`src/rtl/packet_out_arbiter_pkg.sv`:
```
// Shared state encodings, field widths and sideband type for the packet output arbiter.
// The PKT_ARB_WDOG_EN watchdog is off unless that macro is defined at build time.
package packet_out_arbiter_pkg;

    localparam int WORD_W  = 64;
    localparam int ROUTE_W = 24;
    localparam int NBR_W   = 2;
    localparam int WDOG_W  = 16;

    typedef enum logic [1:0] {
        ARB_IDLE    = 2'b00,
        ARB_GRANT   = 2'b01,
        ARB_RELEASE = 2'b10
    } arb_state_t;

    typedef struct packed {
        logic [ROUTE_W-1:0] route;
        logic [NBR_W-1:0]   neighbor;
        logic               bypass;
    } side_t;

    function automatic int wrap_inc(input int idx, input int n);
        return (idx + 1 >= n) ? 0 : idx + 1;
    endfunction

endpackage

```
`src/rtl/packet_out_arbiter_if.sv`:
```
// Buffer-side handshake plus output link of the packet output arbiter.
// master = arbiter side, slave = buffers and downstream link; wdog_fire exists only with PKT_ARB_WDOG_EN.
interface packet_out_arbiter_if #(
    parameter int NUM_SRC = 4,
    parameter int SRC_W   = 2
);
    import packet_out_arbiter_pkg::*;

    logic [NUM_SRC-1:0]         src_req;
    logic [NUM_SRC-1:0]         src_ack;
    logic [NUM_SRC-1:0]         src_rdy;
    logic [WORD_W*NUM_SRC-1:0]  src_data;
    logic [NUM_SRC-1:0]         src_wr;
    logic [NUM_SRC-1:0]         src_bop;
    logic [NUM_SRC-1:0]         src_eop;
    logic [ROUTE_W*NUM_SRC-1:0] src_pkt_route;
    logic [NBR_W*NUM_SRC-1:0]   src_neighbor;
    logic [NUM_SRC-1:0]         src_bypass;

    logic [WORD_W-1:0]          out_data;
    logic                       out_wr;
    logic                       out_bop;
    logic                       out_eop;
    logic [ROUTE_W-1:0]         out_pkt_route;
    logic [NBR_W-1:0]           out_neighbor;
    logic                       out_bypass;
    logic [SRC_W-1:0]           out_src;
    logic                       out_rdy;
    logic                       out_busy;
`ifdef PKT_ARB_WDOG_EN
    logic                       wdog_fire;
`endif

    modport master (
        input  src_req, src_data, src_wr, src_bop, src_eop,
               src_pkt_route, src_neighbor, src_bypass, out_rdy,
        output src_ack, src_rdy, out_data, out_wr, out_bop, out_eop,
               out_pkt_route, out_neighbor, out_bypass, out_src, out_busy
`ifdef PKT_ARB_WDOG_EN
        , output wdog_fire
`endif
    );

    modport slave (
        output src_req, src_data, src_wr, src_bop, src_eop,
               src_pkt_route, src_neighbor, src_bypass, out_rdy,
        input  src_ack, src_rdy, out_data, out_wr, out_bop, out_eop,
               out_pkt_route, out_neighbor, out_bypass, out_src, out_busy
`ifdef PKT_ARB_WDOG_EN
        , input wdog_fire
`endif
    );

endinterface

```
`src/rtl/packet_out_arbiter_rr_arbiter.sv`:
```
// Purpose: round-robin pick of the first request at or after ptr, wrapping modulo NUM_SRC.
// Latency: purely combinational.
// Backpressure: none; the caller decides when the pick is consumed.
module rr_arbiter
    import packet_out_arbiter_pkg::*;
#(
    parameter int NUM_SRC = 4,
    parameter int SRC_W   = 2
) (
    input  logic [NUM_SRC-1:0] req,
    input  logic [SRC_W-1:0]   ptr,
    output logic               vld,
    output logic [SRC_W-1:0]   idx
);

    logic [SRC_W-1:0] cand;

    // Walk offsets from far to near so the closest requester after ptr wins last.
    always_comb begin
        vld  = 1'b0;
        idx  = '0;
        cand = '0;
        for (int i = NUM_SRC - 1; i >= 0; i--) begin
            cand = SRC_W'((int'(ptr) + i) % NUM_SRC);
            if (req[cand]) begin
                vld = 1'b1;
                idx = cand;
            end
        end
    end

endmodule

```
`src/rtl/packet_out_arbiter.sv`:
```
// Purpose: round-robin grant of NUM_SRC packet buffers onto one 64-bit link (watchdog under PKT_ARB_WDOG_EN).
// Latency: ack one cycle after req; each granted word appears on out_* one cycle after src_wr.
// Backpressure: src_rdy of the granted buffer follows out_rdy combinationally; words are never dropped.
module packet_out_arbiter
    import packet_out_arbiter_pkg::*;
#(
    parameter int NUM_SRC = 4,
    parameter int SRC_W   = 2,
    parameter int TIMEOUT = 1024
) (
    input  logic                  clk,
    input  logic                  reset,
    packet_out_arbiter_if.master  bus
);

    if (NUM_SRC < 2 || NUM_SRC > 8 || SRC_W != $clog2(NUM_SRC)) begin : g_bad_src_cfg
        $error("packet_out_arbiter: NUM_SRC must be 2..8 with SRC_W = clog2(NUM_SRC)");
    end
    if (TIMEOUT < 1 || TIMEOUT > 65535) begin : g_bad_timeout
        $error("packet_out_arbiter: TIMEOUT must fit the 16-bit watchdog counter");
    end

    arb_state_t          state;
    logic [SRC_W-1:0]    gnt;
    logic [SRC_W-1:0]    rr_ptr;
    logic [SRC_W-1:0]    pick_idx;
    logic                pick_vld;
    side_t               side_q;
    side_t               lane_side;
    logic [WORD_W-1:0]   lane_data;
    logic                lane_req;
    logic                lane_wr;
    logic                lane_bop;
    logic                lane_eop;
    logic                wdog_hit;

    rr_arbiter #(
        .NUM_SRC (NUM_SRC),
        .SRC_W   (SRC_W)
    ) u_rr (
        .req (bus.src_req),
        .ptr (rr_ptr),
        .vld (pick_vld),
        .idx (pick_idx)
    );

    assign lane_req  = bus.src_req[gnt];
    assign lane_wr   = bus.src_wr[gnt];
    assign lane_bop  = bus.src_bop[gnt];
    assign lane_eop  = bus.src_eop[gnt];
    assign lane_data = bus.src_data[int'(gnt)*WORD_W +: WORD_W];
    assign lane_side = '{route:    bus.src_pkt_route[int'(gnt)*ROUTE_W +: ROUTE_W],
                         neighbor: bus.src_neighbor[int'(gnt)*NBR_W +: NBR_W],
                         bypass:   bus.src_bypass[gnt]};

    assign bus.out_pkt_route = side_q.route;
    assign bus.out_neighbor  = side_q.neighbor;
    assign bus.out_bypass    = side_q.bypass;

    always_comb begin
        bus.src_rdy = '0;
        if (state == ARB_GRANT) begin
            bus.src_rdy[gnt] = bus.out_rdy;
        end
    end

`ifdef PKT_ARB_WDOG_EN
    logic [WDOG_W-1:0] wdog_cnt;
    assign wdog_hit = !lane_wr && (wdog_cnt == WDOG_W'(TIMEOUT - 1));
`else
    assign wdog_hit = 1'b0;
`endif

    always_ff @(posedge clk or posedge reset) begin
        if (reset) begin
            state            <= ARB_IDLE;
            gnt              <= '0;
            rr_ptr           <= '0;
            side_q           <= '0;
            bus.src_ack      <= '0;
            bus.out_busy     <= 1'b0;
            bus.out_data     <= '0;
            bus.out_wr       <= 1'b0;
            bus.out_bop      <= 1'b0;
            bus.out_eop      <= 1'b0;
            bus.out_src      <= '0;
`ifdef PKT_ARB_WDOG_EN
            wdog_cnt         <= '0;
            bus.wdog_fire    <= 1'b0;
`endif
        end else begin
            bus.out_wr  <= 1'b0;
            bus.out_bop <= 1'b0;
            bus.out_eop <= 1'b0;
`ifdef PKT_ARB_WDOG_EN
            bus.wdog_fire <= 1'b0;
`endif
            case (state)
                ARB_IDLE: begin
                    if (pick_vld) begin
                        gnt          <= pick_idx;
                        bus.src_ack  <= NUM_SRC'(1) << pick_idx;
                        bus.out_busy <= 1'b1;
                        state        <= ARB_GRANT;
`ifdef PKT_ARB_WDOG_EN
                        wdog_cnt     <= '0;
`endif
                    end
                end
                ARB_GRANT: begin
                    // A word written alongside the falling request is still forwarded.
                    if (lane_wr) begin
                        bus.out_data <= lane_data;
                        bus.out_wr   <= 1'b1;
                        bus.out_bop  <= lane_bop;
                        bus.out_eop  <= lane_eop;
                        if (lane_bop) begin
                            side_q      <= lane_side;
                            bus.out_src <= gnt;
                        end
                    end
`ifdef PKT_ARB_WDOG_EN
                    wdog_cnt <= lane_wr ? '0 : wdog_cnt + WDOG_W'(1);
                    if (wdog_hit) begin
                        bus.wdog_fire <= 1'b1;
                        bus.out_eop   <= 1'b1;
                    end
`endif
                    if (!lane_req || wdog_hit) begin
                        bus.src_ack  <= '0;
                        bus.out_busy <= 1'b0;
                        state        <= ARB_RELEASE;
                    end
                end
                ARB_RELEASE: begin
                    rr_ptr <= SRC_W'(wrap_inc(int'(gnt), NUM_SRC));
                    state  <= ARB_IDLE;
                end
                default: begin
                    bus.src_ack  <= '0;
                    bus.out_busy <= 1'b0;
                    state        <= ARB_IDLE;
                end
            endcase
        end
    end

endmodule

```
`src/flat_wrapper.sv`:
```
// flat-port wrapper written by rule: the top's interface ports become plain ports
module packet_out_arbiter_flat import packet_out_arbiter_pkg::*;
#(
    parameter int NUM_SRC = 4,
    parameter int SRC_W   = 2,
    parameter int TIMEOUT = 1024
)
  (clk, reset, bus_src_req, bus_src_data, bus_src_wr, bus_src_bop, bus_src_eop, bus_src_pkt_route, bus_src_neighbor, bus_src_bypass, bus_out_rdy, bus_src_ack, bus_src_rdy, bus_out_data, bus_out_wr, bus_out_bop, bus_out_eop, bus_out_pkt_route, bus_out_neighbor, bus_out_bypass, bus_out_src, bus_out_busy);
  packet_out_arbiter_if #(.NUM_SRC(NUM_SRC), .SRC_W(SRC_W)) bus_i ();
  input  logic clk;
  input  logic reset;
  input wire logic [$bits(bus_i.src_req)-1:0] bus_src_req;
  input wire logic [$bits(bus_i.src_data)-1:0] bus_src_data;
  input wire logic [$bits(bus_i.src_wr)-1:0] bus_src_wr;
  input wire logic [$bits(bus_i.src_bop)-1:0] bus_src_bop;
  input wire logic [$bits(bus_i.src_eop)-1:0] bus_src_eop;
  input wire logic [$bits(bus_i.src_pkt_route)-1:0] bus_src_pkt_route;
  input wire logic [$bits(bus_i.src_neighbor)-1:0] bus_src_neighbor;
  input wire logic [$bits(bus_i.src_bypass)-1:0] bus_src_bypass;
  input wire logic [$bits(bus_i.out_rdy)-1:0] bus_out_rdy;
  output wire logic [$bits(bus_i.src_ack)-1:0] bus_src_ack;
  output wire logic [$bits(bus_i.src_rdy)-1:0] bus_src_rdy;
  output wire logic [$bits(bus_i.out_data)-1:0] bus_out_data;
  output wire logic [$bits(bus_i.out_wr)-1:0] bus_out_wr;
  output wire logic [$bits(bus_i.out_bop)-1:0] bus_out_bop;
  output wire logic [$bits(bus_i.out_eop)-1:0] bus_out_eop;
  output wire logic [$bits(bus_i.out_pkt_route)-1:0] bus_out_pkt_route;
  output wire logic [$bits(bus_i.out_neighbor)-1:0] bus_out_neighbor;
  output wire logic [$bits(bus_i.out_bypass)-1:0] bus_out_bypass;
  output wire logic [$bits(bus_i.out_src)-1:0] bus_out_src;
  output wire logic [$bits(bus_i.out_busy)-1:0] bus_out_busy;
  assign bus_i.src_req = bus_src_req;
  assign bus_i.src_data = bus_src_data;
  assign bus_i.src_wr = bus_src_wr;
  assign bus_i.src_bop = bus_src_bop;
  assign bus_i.src_eop = bus_src_eop;
  assign bus_i.src_pkt_route = bus_src_pkt_route;
  assign bus_i.src_neighbor = bus_src_neighbor;
  assign bus_i.src_bypass = bus_src_bypass;
  assign bus_i.out_rdy = bus_out_rdy;
  assign bus_src_ack = bus_i.src_ack;
  assign bus_src_rdy = bus_i.src_rdy;
  assign bus_out_data = bus_i.out_data;
  assign bus_out_wr = bus_i.out_wr;
  assign bus_out_bop = bus_i.out_bop;
  assign bus_out_eop = bus_i.out_eop;
  assign bus_out_pkt_route = bus_i.out_pkt_route;
  assign bus_out_neighbor = bus_i.out_neighbor;
  assign bus_out_bypass = bus_i.out_bypass;
  assign bus_out_src = bus_i.out_src;
  assign bus_out_busy = bus_i.out_busy;
  packet_out_arbiter #(.NUM_SRC(NUM_SRC), .SRC_W(SRC_W), .TIMEOUT(TIMEOUT)) u_core (.clk(clk), .reset(reset), .bus(bus_i));
endmodule
```
`config.mk`:
```
export PLATFORM = sky130hd
export DESIGN_NAME = packet_out_arbiter_flat
export DESIGN_NICKNAME = d
export VERILOG_FILES = /design/src/rtl/packet_out_arbiter_pkg.sv /design/src/rtl/packet_out_arbiter_if.sv /design/src/rtl/packet_out_arbiter_rr_arbiter.sv /design/src/rtl/packet_out_arbiter.sv /design/src/flat_wrapper.sv
export SDC_FILE = /design/constraint.sdc
export NUM_CORES = 1
export LEC_CHECK = 0
export CAP_MARGIN = 20
export CORE_AREA = 2 2 192 194
export DETAILED_ROUTE_END_ITERATION = 12
export DIE_AREA = 0 0 194 196
export PLACE_DENSITY = 0.47
export REMOVE_ABC_BUFFERS = 1
export SLEW_MARGIN = 0
export SYNTH_ARGS = -nofsm -noshare
export SYNTH_HDL_FRONTEND = slang
export SYNTH_SLANG_ARGS = --single-unit
```
`constraint.sdc`:
```
create_clock -name clk -period 7.6 [get_ports clk]
set_input_delay 1.14 -clock clk [delete_from_list [all_inputs] [get_ports clk]]
set_output_delay 1.14 -clock clk [all_outputs]
set_load 0.1 [all_outputs]
```
==> flow_metrics.tcl <==
set metrics [dict create \
    run_status "finished clean" \
    avgSynthCellArea_um2 15.8 \
    synthArstFlopShare_pct 100 \
    rows 70 \
    p_leak_nw 4.51 \
    min_path_cells 1 \
    rsz0062_at_grt "no" \
    numClockSinks 107 \
    layout-drive-gt1-share_pct 22.9 \
    grt_first_pass_wirelength_um 39600 \
    hold_violations 0 \
    max_stage_delay_ns 1.13 \
    nFillCells 3617 \
    syn-instance-count 409 \
    synth_simple_gate_area_share_pct 2.51 \
    synthAdderAreaFrac_pct 0.774 \
    routed_via_density 4.15 \
    regArea_mm2 0.00269 \
    synth_xor_area_share_pct 0 \
    synth_compound_area_share_pct 4.70 \
    switching_power_mw 3.21 \
    fin_worst_skew_ns 0.00862 \
    numCtsBuffers 9 \
    fin_crit_ns 4.74 \
    reg2reg_slack_ns 4.05 \
    die_y_um 196 \
    worstPathMaxFanout 48 \
    grt_pass1_vias 6119 \
    io_pins 488 \
    p_int_mw 2.55 \
    critPathKind "reg -> out" \
    start_util_pct 17.9 \
    synth_mux_area_share_pct 47.3 \
    totalWireLength_um 27200 \
    synth_top_family_by_area "multiplexers" \
    multi_input_area_mm2 0.00358 \
    cts_buffer_depth 2 \
    wire_per_inst_um 20.1 \
    cap_violations 0 \
    utilization_pct 33.6 \
    gp_congestion 0.767 \
    dr_total_vias 5632 \
    crit_required_ns 6.46 \
    fp.coreArea_mm2 0.0361 \
    die_x_um 194 \
    dpl.hpwl_um 21800 \
    finalSetupTns_ns 0 \
    grt_max_degree 67 \
    grt_usage_pct 13.9 \
    dp.cells 1338 \
    final_common_cell "clkdlybuf4s50_1" \
    design_area_mm2 0.0121 \
    report.final.setup_viol 0 \
    antenna_found_initial 6 \
    ys_types 40 \
    startpoint_type "register" \
    cp-end-kind "output pin" \
    drtAntennaViolNets 0 \
    cts-resized-gates 0 \
    dpl-instance-area_mm2 0.0118 \
    clk_pin_slew_worst_paths_ns 0.07 \
    synth_edf_count 0 \
    worstMarginPinSlew_ns 1.09 \
    period_share_pct 62.3 \
    powerDensity_mw_per_mm2 474 \
    clk_latency_ns 0.36 \
    yosysSeqAreaShare_pct 41.4 \
    io_buffers 487 \
    drt_first_pass_iters 4 \
    clockPowerShare_pct 9.1 \
    tritoncts "done" \
    slowest_stage "clkdlybuf4s50_1" \
    ys.flop_type "dfrtp_1" \
    drtIter0Drc 184 \
    syn_to_final_growth_pct 87.7 \
    reg2reg_depth 5 \
    ir_worst_vdd_mv 0.225 \
    layout_common_cells "clkdlybuf4s50_1, dfrtp_1, mux2_2, mux4_2, mux2i_1" \
    swShare_pct 55.8 \
    pwr-share-seq_pct 19.4 \
    root_buffer "clkbuf_16" \
    worstPathArrival_ns 3.60 \
    htreeDepth 3 \
    layout.cells.non_filler 1356 \
    path_cells "buf_4 > ha_1 > and3_1 > clkdlybuf4s50_1" \
    cts_hold_buf 0 \
    grt_overflow 0 \
    max_freq_mhz 211 \
    final_nets 1268 \
    dieArea_mm2 0.0380 \
    combPwrFrac_pct 71.6 \
    drv_slew 0 \
    ys_ff_latch 107 \
    syn_area_mm2 0.00647 \
    cts_setup_buffers 0 \
    drc_errors 0 \
    hold_class "reg -> reg" \
    yosys_warnings 0 \
    slew-limit-headroom_pct 26.9 \
]
[final cells by class]
type	count	area share, %
flip-flops and latches	107	22.1
clock buffers	12	2.03
multi-input cells	259	29.5
repair buffers	493	40.5
well taps	468	4.82
clock inverters	4	0.608
inverters	11	0.381
diodes	2	0.0412
[stage by stage]
step | hold WS, ns | total power, mW | setup slack (ns)
2_1_floorplan | 0.491 | 4.25 | 0.189
3_3_place_gp | 0.478 | 5.32 | 3.22
6_report | 0.492 | 5.76 | 2.86
4_1_cts | 0.501 | 5.87 | 2.81
5_1_grt | 0.520 | 6.03 | 2.70
3_5_place_dp | 0.481 | 5.31 | 3.23
[cell usage after synthesis, types with 3 or more instances]
library cell	number	share of area, %
mux4_2	82	29
mux2_2	93	16
inv_1	10	0.58
ha_1	4	0.77
mux2i_1	14	2.2
a221o_1	11	1.7
o21ai_0	5	0.39
buf_4	6	0.70
buf_2	16	1.2
dfrtp_1	107	41
nand2_1	3	0.17
nor2_1	12	0.70
and2_1	3	0.29
clkbuf_1	8	0.46
and3_1	4	0.39
[state kept, by name, summed over array words and instances (netlist names)]
register and count:
u_core.bus.src_ack 4, u_core.bus.out_bop 1, u_core.bus.out_data 64, u_core.state 2
u_core.bus.out_neighbor 2, u_core.gnt 2, u_core.bus.out_pkt_route 24, u_core.bus.out_src 2
u_core.bus.out_bypass 1, u_core.bus.out_wr 1, u_core.rr_ptr 2, u_core.bus.out_busy 1
u_core.bus.out_eop 1
[power by group through the flow]
stage | registers, mW | logic (mW) | clock network [mW]
final | 1.11 | 4.12 | 0.522
after CTS | 1.13 | 4.19 | 0.551
after detailed placement | 1.13 | 4.18 | 0
after global placement | 1.13 | 4.18 | 0
after floorplan | 3.12 | 1.13 | 0
after global routing | 1.17 | 4.29 | 0.575
[layer usage]
layer  vias to the layer above  wire length [um]  track usage [%]
met1                      2720             10500             15.6
li1                       2593                 -                -
met4                         8               282             3.28
met5                         -                45                0
met3                        23              2580             5.76
met2                       288             13800             24.6
[worst max-delay path, delay by kind of cell (launching register included)]
family / cells / cell delay (ns)
buffers and inverters: 2 / 1.75
DFF: 1 / 0.90
adders and majority gates: 1 / 0.30
and+or+nand+nor: 1 / 0.16
[cells by family after synthesis]
kind of cell	after synthesis
mux	191
flops	107
buf+inv	43
compound gates	33
simple gates	31
fa+ha+maj	4
[final timing paths]
kind	startpoint	endpoint
setup / recovery	u_core.gnt[1]	bus_src_rdy[3]
hold / removal	u_core.bus.out_busy	u_core.bus.out_busy
setup reg to reg	u_core.gnt[0]	u_core.bus.out_data[16]
hold reg to reg	u_core.bus.out_busy	u_core.bus.out_busy
max in group asynchronous	reset	u_core.bus.out_data[1]
min in group asynchronous	reset	u_core.bus.out_busy
No activity file was read; power rests on OpenSTA's default activity.
